===== config.mk =====
export PLATFORM = sky130hd
export DESIGN_NAME = audio_pwm_dac
export DESIGN_NICKNAME = d
export VERILOG_FILES = /design/src/rtl/audio_pwm_dac.sv
export SDC_FILE = /design/constraint.sdc
export NUM_CORES = 1
export LEC_CHECK = 0
export ABC_AREA = 1
export CAP_MARGIN = 20
export CORE_UTILIZATION = 40
export DETAILED_ROUTE_END_ITERATION = 10
export HOLD_SLACK_MARGIN = 0.06
export PLACE_DENSITY = 0.59
export SLEW_MARGIN = 0
export SYNTH_ARGS = -nofsm -noshare
export SYNTH_HDL_FRONTEND = slang
export SYNTH_SLANG_ARGS = --single-unit

===== constraint.sdc =====
create_clock -name clk -period 1.2 [get_ports clk]
set_input_delay 0.18 -clock clk [delete_from_list [all_inputs] [get_ports clk]]
set_output_delay 0.18 -clock clk [all_outputs]
set_load 0.005 [all_outputs]

===== src/rtl/audio_pwm_dac.sv =====
// Audio PWM DAC: four-phase req/ack duty-cycle handshake from a foreign clock domain, free-running PWM.
// Define AUDIO_PWM_DAC_DOUBLE_BUFFER_EN to defer duty updates to the counter wrap (glitch-free periods).
module audio_pwm_dac #(
  parameter int WIDTH       = 12,
  parameter int SYNC_STAGES = 2
) (
  input  logic             clk,
  input  logic             rst,
  input  logic [WIDTH-1:0] rv_duty_cycle,
  input  logic             req,
  output logic             ack,
  output logic             pwm
);

  typedef enum logic {IDLE, ACKED} state_t;

  state_t                 state, state_nxt;
  logic [SYNC_STAGES-1:0] sync;
  logic                   req_s;
  logic                   capture;
  logic                   wrap;
  logic [WIDTH-1:0]       counter;
  logic [WIDTH-1:0]       active_duty;

  always_ff @(posedge clk or posedge rst) begin
    if (rst) sync <= '0;
    else     sync <= {sync[SYNC_STAGES-2:0], req};
  end

  assign req_s = sync[SYNC_STAGES-1];

  // capture fires only on IDLE->ACKED, so one request yields exactly one sample
  always_comb begin
    state_nxt = state;
    capture   = 1'b0;
    case (state)
      IDLE:    if (req_s) begin
                 state_nxt = ACKED;
                 capture   = 1'b1;
               end
      ACKED:   if (!req_s) state_nxt = IDLE;
      default: state_nxt = IDLE;
    endcase
  end

  always_ff @(posedge clk or posedge rst) begin
    if (rst) state <= IDLE;
    else     state <= state_nxt;
  end

  assign ack = (state == ACKED);

  always_ff @(posedge clk or posedge rst) begin
    if (rst) counter <= '0;
    else     counter <= counter + 1'b1;
  end

  assign wrap = (counter == {WIDTH{1'b1}});

`ifdef AUDIO_PWM_DAC_DOUBLE_BUFFER_EN
  logic [WIDTH-1:0] pending_duty;
  logic             pending_valid;

  // a capture on the wrap edge sets pending after the apply check, so it waits one more period
  always_ff @(posedge clk or posedge rst) begin
    if (rst) begin
      active_duty   <= '0;
      pending_duty  <= '0;
      pending_valid <= 1'b0;
    end else begin
      if (wrap && pending_valid) begin
        active_duty   <= pending_duty;
        pending_valid <= 1'b0;
      end
      if (capture) begin
        pending_duty  <= rv_duty_cycle;
        pending_valid <= 1'b1;
      end
    end
  end
`else
  always_ff @(posedge clk or posedge rst) begin
    if (rst)          active_duty <= '0;
    else if (capture) active_duty <= rv_duty_cycle;
  end
`endif

  always_ff @(posedge clk or posedge rst) begin
    if (rst) pwm <= 1'b0;
    else     pwm <= (counter < active_duty);
  end

endmodule


==> run_results.csv, run 1 <==
group,metric,value,unit
hold_path,hp-class,"in -> async",
grt,globalRouteTotalUtil,0.149,
sta,hold_viol,0,
run,cap_viol_max_count,0,
clock_tree,clkTransAtPathRegs,160,ps
clock_tree,clock_sinks,28,
sta,slew_violations,0,
pwr,p_per_area,932,nW/um^2
floorplan,die_h,61.2,um
logic_synthesis,synth_compound_area_frac,0.0589,
final_layout,fillers,320,
status,status,"finished, violations left",
floorplan,top_level_ports,17,
sta,tightest_slew,243,ps
sta,clock_skew,12.8,ps
critical_path,crit_path_top_delay_cell,"dfrtp_1",
logic_synthesis,syn_avg_cell_area,9.29,um^2
critical_path,critPathKind,"reg -> reg",
sta,finalCritPeriodShare,1.02,
logic_synthesis,synth.distinct_cells,21,
sta,setup_slack,-25.1,ps
final_layout,n_antenna_cell,0,
logic_synthesis,synthAdderAreaFrac,0.107,
critical_path,cp_top_family,"flip-flops",
grt,grt_pass1_vias,991,
clock_tree,tritoncts,"done",
logic_synthesis,synth-simple-area-share,0.198,
floorplan,die-width,61.2,um
status,violations,"negative setup slack",
final_layout,instances_no_fill,231,
logic_synthesis,synthXorXnorAreaFrac,0.0491,
pwr,peakVddDrop,0.564,mV
final_layout,layout-drive-gt1-share,0.238,
critical_path,crit_fanout,2,
logic_synthesis,synth-seq-cells,28,
logic_synthesis,synth_top_family_by_area,"simple AND/OR/NAND/NOR gates",
floorplan,num_rows,21,
critical_path,end_kind,"flop",
logic_synthesis,syn-cell-area,1400,um^2
critical_path,slowest_delay,450,ps
route,post-route-drc-count,0,
critical_path,ff2ff_path_depth,5,
logic_synthesis,synthesis.nets,178,
route,post_drt_wl_per_cell,10.9,um
critical_path,crit_path_start_kind,"flop",
final_layout,fin_area,1860,um^2
clock_tree,clockBufferDepth,2,
critical_path,rrSetupSlack,-30,ps
clock_tree,htree_levels,1,
placement,dp.cells,222,
pwr,leakage,0.960,nW
placement,gp_congestion,0.754,
final_layout,areaGrowthSynthToFinish,32.3,%
route,drt-pass1-iter-count,4,
route,via_per_inst,4.50,
logic_synthesis,synth_warnings,0,
clock_tree,cts.hold.buffers_added,0,
sta,period_needed,1230,ps
route,ant_nets,0,
grt,grt.overflow.total,0,
logic_synthesis,yosysSeqAreaShare,0.500,
critical_path,path_buf_inv,0,
sta,rsz0062_at_grt,"yes",
grt,grt_pass1_wl,4080,um
floorplan,start_util,0.420,
placement,numPortBuffers,16,
final_layout,utilization,0.556,
critical_path,arrival,1470,ps
sta,setup_violations,1,
sta,slew_headroom,0.838,
critical_path,crit_chain,"ha_1 > nand2_1 > nor2_2 > nor2b_2 > a21oi_2",
route,wl,2530,um
final_layout,nets,213,
critical_path,worst_ep_required_time,1450,ps
clock_tree,clk-insertion-delay-late,330,ps
placement,placed_area,1710,um^2
grt,antenna_found_initial,0,
sta,setup_tns,-25.1,ps
logic_synthesis,synthMuxAreaShare,0.00803,
logic_synthesis,syn_inst,151,
critical_path,r2r_end,"pwm$_DFF_PP0_",
clock_tree,numCtsBuffers,3,
sta,fmax,816,MHz
clock_tree,cts_root_buf,"clkbuf_4",
floorplan,core-area,3340,um^2
floorplan,dieArea,3750,um^2
route,drt_iter0_drc,25,
critical_path,r2r-start,"counter[8]$_DFF_PP0_",
route,vias,1040,
grt,grt_max_degree,29,
placement,hpwl,1880,um
==> kinds of logic (layout without fill, tap and decap cells) <==
group,count (synthesis),in the layout
xor+xnor,7,7
buf+inv,29,63
simple gates,58,58
compound gates,16,16
mux,1,1
flops,28,28
fa+ha+maj,12,12
==> where the power goes <==
group	switching [W]	internal, W	total [W]
clock	0.000280	0.000186	0.000466
combinational	0.000125	0.000120	0.000245
sequential	0.0000188	0.000999	0.00102
==> per-stage QoR <==
| step | worst slack (ps) | total power, W | hold slack [ps] |
|---|---|---|---|
| finish | -25.1 | 0.00173 | 151 |
| global route | -93.7 | 0.00182 | 168 |
| CTS | -17.2 | 0.00173 | 160 |
| detailed placement | -27.7 | 0.00126 | 340 |
| global placement | 24.2 | 0.00125 | 345 |
| floorplan | 53.9 | 0.00116 | 211 |
==> synthesized netlist by cell type (all sizes together) <==
cell type / instances / area, um^2
a21o: 1 / 7.51
a21oi: 15 / 75.1
buf: 2 / 10.0
dfrtp: 28 / 701
ha: 12 / 150
inv: 27 / 101
mux2: 1 / 11.3
nand2: 31 / 129
nand3: 4 / 25.0
nand4: 1 / 6.26
nor2: 20 / 106
nor2b: 1 / 6.26
nor3: 1 / 5.00
xnor2: 2 / 17.5
xor2: 5 / 51.3
==> cell type report <==
type / count / area, um^2 / area share
sequential: 28 / 701 / 0.378
multi-input combinational: 94 / 659 / 0.355
timing repair buffer: 32 / 300 / 0.162
inverter: 27 / 101 / 0.0546
tap: 46 / 57.6 / 0.0310
clock buffer: 4 / 36.3 / 0.0196
==> tightest hold or removal path, delay by kind of cell <==
kind	cells	cell delay (ps)
buffers and inverters	3	670
==> registers in the layout, summed over array words and instances, names as in the netlist <==
register     flops
sync             2
ack              1
counter         12
active_duty     12
pwm              1
==> per-layer routing <==
layer | wire [um] | share of wire | track usage | up-vias
li1 | - | - | - | 532
met1 | 1190 | 0.47 | 0.194 | 485
met2 | 1220 | 0.48 | 0.256 | 19
met3 | 89 | 0.035 | 0.0210 | 4
met4 | 26 | 0.010 | 0.0487 | 0
met5 | 0 | 0 | 0 | -
==> worst max-delay path by stage <==
stage	startpoint	endpoint	slack (ps)	cells past startpoint
6_report	counter[8]$_DFF_PP0_	pwm$_DFF_PP0_	-30	5
2_1_floorplan	counter[11]$_DFF_PP0_	pwm$_DFF_PP0_	50	5
3_3_place_gp	counter[7]$_DFF_PP0_	pwm$_DFF_PP0_	20	8
5_1_grt	counter[9]$_DFF_PP0_	pwm$_DFF_PP0_	-90	5
3_5_place_dp	counter[11]$_DFF_PP0_	pwm$_DFF_PP0_	-30	5
4_1_cts	counter[7]$_DFF_PP0_	pwm$_DFF_PP0_	-20	8
==> what timing repair did <==
| item | in CTS | in global routing |
|---|---|---|
| pin swaps | 4 | 10 |
| gates resized for setup | 4 | 18 |
| setup buffers | 0 | 5 |
| endpoints found under the setup margin | 3 | 5 |
==> placed cells by master, fill, tap and decap left out, types with 2 or more instances in the layout <==
cell type	Yosys	routed
nor2_4	2	2
ha_4	0	3
nand2_1	28	25
buf_6	0	2
xor2_1	4	4
nor2_1	17	16
inv_1	27	23
a21oi_1	15	14
nand2_2	2	5
buf_4	0	13
clkbuf_4	0	3
inv_2	0	4
clkdlybuf4s50_1	0	14
dfrtp_1	28	28
xnor2_1	2	2
ha_1	12	8
clkdlybuf4s15_1	0	2
nand3_1	3	3
Note: power is estimated with default switching activity, not from simulation.
==> run 2, diff against run 1 <==
Settings changed: CORE_UTILIZATION 40 to 35, PLACE_DENSITY 0.59 to 0.52, SKIP_CTS_REPAIR_TIMING from default to 1.
==> run_results.csv, run 2 (synthesis gave the netlist of run 1 again) <==
group,metric,value,unit
sta,tightest_slew,188,ps
placement,placed_area,1710,um^2
critical_path,arrival,1400,ps
sta,hold_viol,0,
final_layout,n_antenna_cell,0,
route,vias,1024,
grt,use_met3,0.0226,
pwr,combPwrFrac,0.136,
pwr,leakage,0.952,nW
final_layout,nets,210,
final_layout,areaGrowthSynthToFinish,29.8,%
clock_tree,clk-insertion-delay-late,270,ps
clock_tree,clkTransAtPathRegs,90,ps
sta,slew_violations,0,
sta,whs,229,ps
route,drt-pass1-iter-count,4,
placement,gp_congestion,0.721,
route,ant_nets,0,
final_layout,multiInputGateArea,634,um^2
sta,rsz0062_at_grt,"yes",
floorplan,dieArea,4260,um^2
placement,hpwl,1900,um
route,drt_iter0_drc,47,
clock_tree,tritoncts,"done",
critical_path,crit_path_start_kind,"flop",
floorplan,top_level_ports,17,
sta,fmax,840,MHz
run,cap_viol_max_count,0,
grt,grt_pass1_wl,4430,um
critical_path,critPathKind,"reg -> reg",
critical_path,path_buf_inv,0,
final_layout,ff_latch_area,701,um^2
sta,slew_headroom,0.875,
grt,antenna_found_initial,0,
grt,grt_max_degree,29,
grt,globalRouteTotalUtil,0.140,
pwr,power,0.00177,W
route,wl,2500,um
sta,period_needed,1190,ps
placement,pre_cts_ws,5.85,ps
pwr,pwr-share-seq,0.573,
grt,grt.overflow.total,0,
clock_tree,cts_root_buf,"clkbuf_8",
pwr,p_per_area,975,nW/um^2
placement,dp.cells,224,
sta,setup_violations,0,
status,status,"finished clean",
floorplan,num_rows,22,
grt,grt_use_met2,0.233,
critical_path,cp_top_family,"flip-flops",
route,post-route-drc-count,0,
final_layout,reg_top3,"active_duty x12, counter x12, sync x2",
floorplan,die-width,65.3,um
sta,setup_slack,8.83,ps
route,post_drt_wl_per_cell,10.9,um
critical_path,end_kind,"flop",
floorplan,core-area,3740,um^2
pwr,p_sw_frac,0.243,
clock_tree,clock_sinks,28,
sta,finalCritPeriodShare,0.993,
sta,clock_skew,2.84,ps
critical_path,slowest_delay,390,ps
placement,numPortBuffers,16,
critical_path,worst_ep_required_time,1410,ps
grt,grt_busiest_layer,"met2",
pwr,peakVddDrop,0.388,mV
critical_path,crit_chain,"ha_1 > nand2_1 > nor2_2 > nor2b_2 > a21oi_1",
pwr,power_frac_clock,0.291,
final_layout,fin_area,1820,um^2
critical_path,crit_path_top_delay_cell,"dfrtp_1",
hold_path,hp-class,"in -> async",
final_layout,layout-drive-gt1-share,0.210,
pwr,p_int,0.00134,W
final_layout,final_common_cell,"dfrtp_1",
final_layout,instances_no_fill,229,
grt,grt_use_met1,0.171,
clock_tree,htree_levels,1,
final_layout,fillers,371,
route,via_per_inst,4.47,
pwr,p_sw,0.000431,W
critical_path,crit_fanout,2,
grt,grt_pass1_vias,1061,
floorplan,start_util,0.375,
clock_tree,clockBufferDepth,2,
floorplan,die_h,65.3,um
final_layout,mostFrequentLayoutCells,"28 x dfrtp_1, 27 x nand2_1, 22 x inv_1, 16 x nor2_1",
clock_tree,numCtsBuffers,3,
-- run 2: cell types whose count changed in the layout (fill, tap and decap cells not counted), sizes merged --
cell | before | now
clkdlybuf4s15 | 2 | 0
clkbuf | 4 | 3
dlymetal6s2s | 0 | 2
buf | 16 | 13
-- run 2: worst paths after layout --
path	from	endpoint	slack, ps	depth (start not counted)
hold reg to reg	sync[0]$_DFF_PP0_	sync[1]$_DFF_PP0_	370	0
setup reg to reg	counter[11]$_DFF_PP0_	pwm$_DFF_PP0_	9	5
hold / removal	rst	active_duty[0]$_DFFE_PP0P_	230	3
min in group clk	req	sync[0]$_DFF_PP0_	330	1
max in group asynchronous	rst	counter[11]$_DFF_PP0_	810	3
setup / recovery	counter[11]$_DFF_PP0_	pwm$_DFF_PP0_	9	5
-- run 2: area by class of cell --
cell class                 count  share of cell area
inverter                      27              0.0557
clock buffer                   3              0.0227
timing repair buffer          29               0.155
multi-input combinational     94               0.348
sequential                    28               0.385
tap                           48              0.0330
-- run 2: stage by stage --
stage,util,setup TNS (ps)
after detailed placement,0.456,0
after global routing,0.486,-143
after global placement,0.456,0
after floorplan,-,0
after CTS,0.467,-285
final,0.486,0
-- run 2: power by group through the flow --
stage	Clock (W)	Combinational, W	Sequential [W]
finish	0.000516	0.000242	0.00102
global route	0.000574	0.000278	0.00102
CTS	0.000545	0.000231	0.00102
detailed placement	0	0.000230	0.00103
global placement	0	0.000221	0.00103
floorplan	0	0.000133	0.00103
-- run 2: routing by layer --
| metal | vias up | routed length (um) |
|---|---|---|
| li1 | 522 | - |
| met1 | 482 | 1220 |
| met2 | 15 | 1160 |
| met3 | 5 | 69 |
| met4 | 0 | 57 |
| met5 | - | 0 |
-- run 2: worst min-delay path: cells and delay by family --
| family | cells | cell delay (ps) |
|---|---|---|
| buf+inv | 3 | 680 |
==> run 3, diff against run 2 <==
Settings changed: CORE_UTILIZATION 35 to 49, PLACE_DENSITY 0.52 to 0.7.
==> run_results.csv, run 3 (synthesis gave the netlist of run 1 again) <==
group,metric,value,unit
pwr,power,0.00177,W
critical_path,arrival,1510,ps
pwr,peakVddDrop,0.877,mV
clock_tree,clk-insertion-delay-late,330,ps
sta,slew_headroom,0.877,
clock_tree,clockBufferDepth,2,
critical_path,path_buf_inv,1,
critical_path,worst_ep_required_time,1430,ps
pwr,p_per_area,951,nW/um^2
critical_path,cp_top_family,"flip-flops",
placement,numPortBuffers,16,
run,cap_viol_max_count,0,
critical_path,critPathLaunch,"counter[6]$_DFF_PP0_",
critical_path,crit_fanout,2,
grt,globalRouteTotalUtil,0.189,
grt,grt_max_degree,29,
floorplan,start_util,0.513,
critical_path,crit_path_top_delay_cell,"dfrtp_1",
critical_path,r2r-start,"counter[6]$_DFF_PP0_",
status,status,"finished, violations left",
clock_tree,cts_root_buf,"clkbuf_4",
route,ant_nets,0,
sta,setup_slack,-75.9,ps
sta,hold_viol,0,
final_layout,layout-drive-gt1-share,0.273,
sta,finalCritPeriodShare,1.06,
final_layout,nets,211,
critical_path,slowest_delay,460,ps
critical_path,cp_common_cell,"nand2_1",
final_layout,reg_top3,"active_duty x12, counter x12, sync x2",
hold_path,hp-class,"in -> async",
route,post_drt_wl_per_cell,13.4,um
final_layout,mostFrequentLayoutCells,"28 x dfrtp_1, 26 x nand2_1, 20 x inv_1, 15 x nor2_1, 14 x clkdlybuf4s50_1",
critical_path,crit_path_start_kind,"flop",
sta,setup_violations,1,
placement,hpwl,2050,um
route,wl,2870,um
critical_path,crit_chain,"ha_4 > nand2_1 > inv_1 > nand2_1 > nand2_1 > nand2_1 > nand2_1 > a21oi_2",
status,violations,"negative setup slack",
route,drt_iter0_drc,17,
route,vias,1075,
floorplan,core-area,2730,um^2
final_layout,final_common_cell,"dfrtp_1",
floorplan,num_rows,19,
route,via_per_inst,5.02,
grt,antenna_found_initial,0,
floorplan,die_h,55.5,um
final_layout,n_antenna_cell,0,
floorplan,dieArea,3080,um^2
placement,gp_congestion,0.802,
clock_tree,numCtsBuffers,3,
sta,clock_skew,6.46,ps
critical_path,end_kind,"flop",
sta,rsz0062_at_grt,"yes",
grt,grt.overflow.total,0,
floorplan,die-width,55.5,um
clock_tree,clkTransAtPathRegs,150,ps
pwr,leakage,0.948,nW
route,post-route-drc-count,0,
sta,tightest_slew,184,ps
grt,grt_pass1_vias,1117,
grt,grt_pass1_wl,4550,um
floorplan,top_level_ports,17,
sta,slew_violations,0,
route,drt-pass1-iter-count,4,
clock_tree,htree_levels,1,
sta,period_needed,1280,ps
clock_tree,clock_sinks,28,
sta,fmax,784,MHz
critical_path,critPathKind,"reg -> reg",
clock_tree,tritoncts,"done",
final_layout,utilization,0.681,
final_layout,areaGrowthSynthToFinish,32.8,%
## run 3: changes by cell type in the layout (fill, tap and decap cells not counted), sizes merged
cell | before | now
clkbuf | 3 | 4
buf | 13 | 14
## run 3: final cells by class
type | instances | area [um^2]
clock buffer | 4 | 36.3
timing repair buffer | 30 | 283
fill | 198 | 871
tap | 31 | 38.8
multi-input combinational | 94 | 703
sequential | 28 | 701
inverter | 27 | 101
## run 3: where the power goes
group | internal, W | switching (W)
clock | 0.000186 | 0.000280
sequential | 0.000999 | 0.0000219
combinational | 0.000137 | 0.000148
total | 0.00132 | 0.000450
## run 3: through the flow
step                      instance area, um^2  worst slack [ps]  hold WS, ps  instances  setup TNS (ps)
after global placement                   1680              3.38          341        206               0
after floorplan                          1400              53.9          211        151               0
after CTS                                1720              -205          161        210            -456
final                                    1860             -75.9          161        214           -75.9
after global routing                     1860              -135          171        214            -198
after detailed placement                 1680             -43.5          347        206           -43.5
## run 3: path summary, 6_finish.rpt
kind                            cells past startpoint                 to  slack, ps
min in group clk                                    1  sync[0]$_DFF_PP0_        270
worst max-delay path                                8      pwm$_DFF_PP0_        -80
worst min register to register                      0  sync[1]$_DFF_PP0_        380
worst min-delay path                                3      ack$_DFF_PP0_        160
worst max register to register                      8      pwm$_DFF_PP0_        -80
max in group asynchronous                           3      pwm$_DFF_PP0_        880
## run 3: routing by layer
layer	up-vias	global-route usage	wire length, um
met5	-	0	0
met4	0	0.0643	74
met3	8	0.0211	89
met2	24	0.336	1490
met1	515	0.239	1220
li1	528	-	-
## run 3: tightest hold or removal path, cell delays in order
cell and delay [ps]:
clkdlybuf4s50_1 400, inv_1 90, buf_12 190
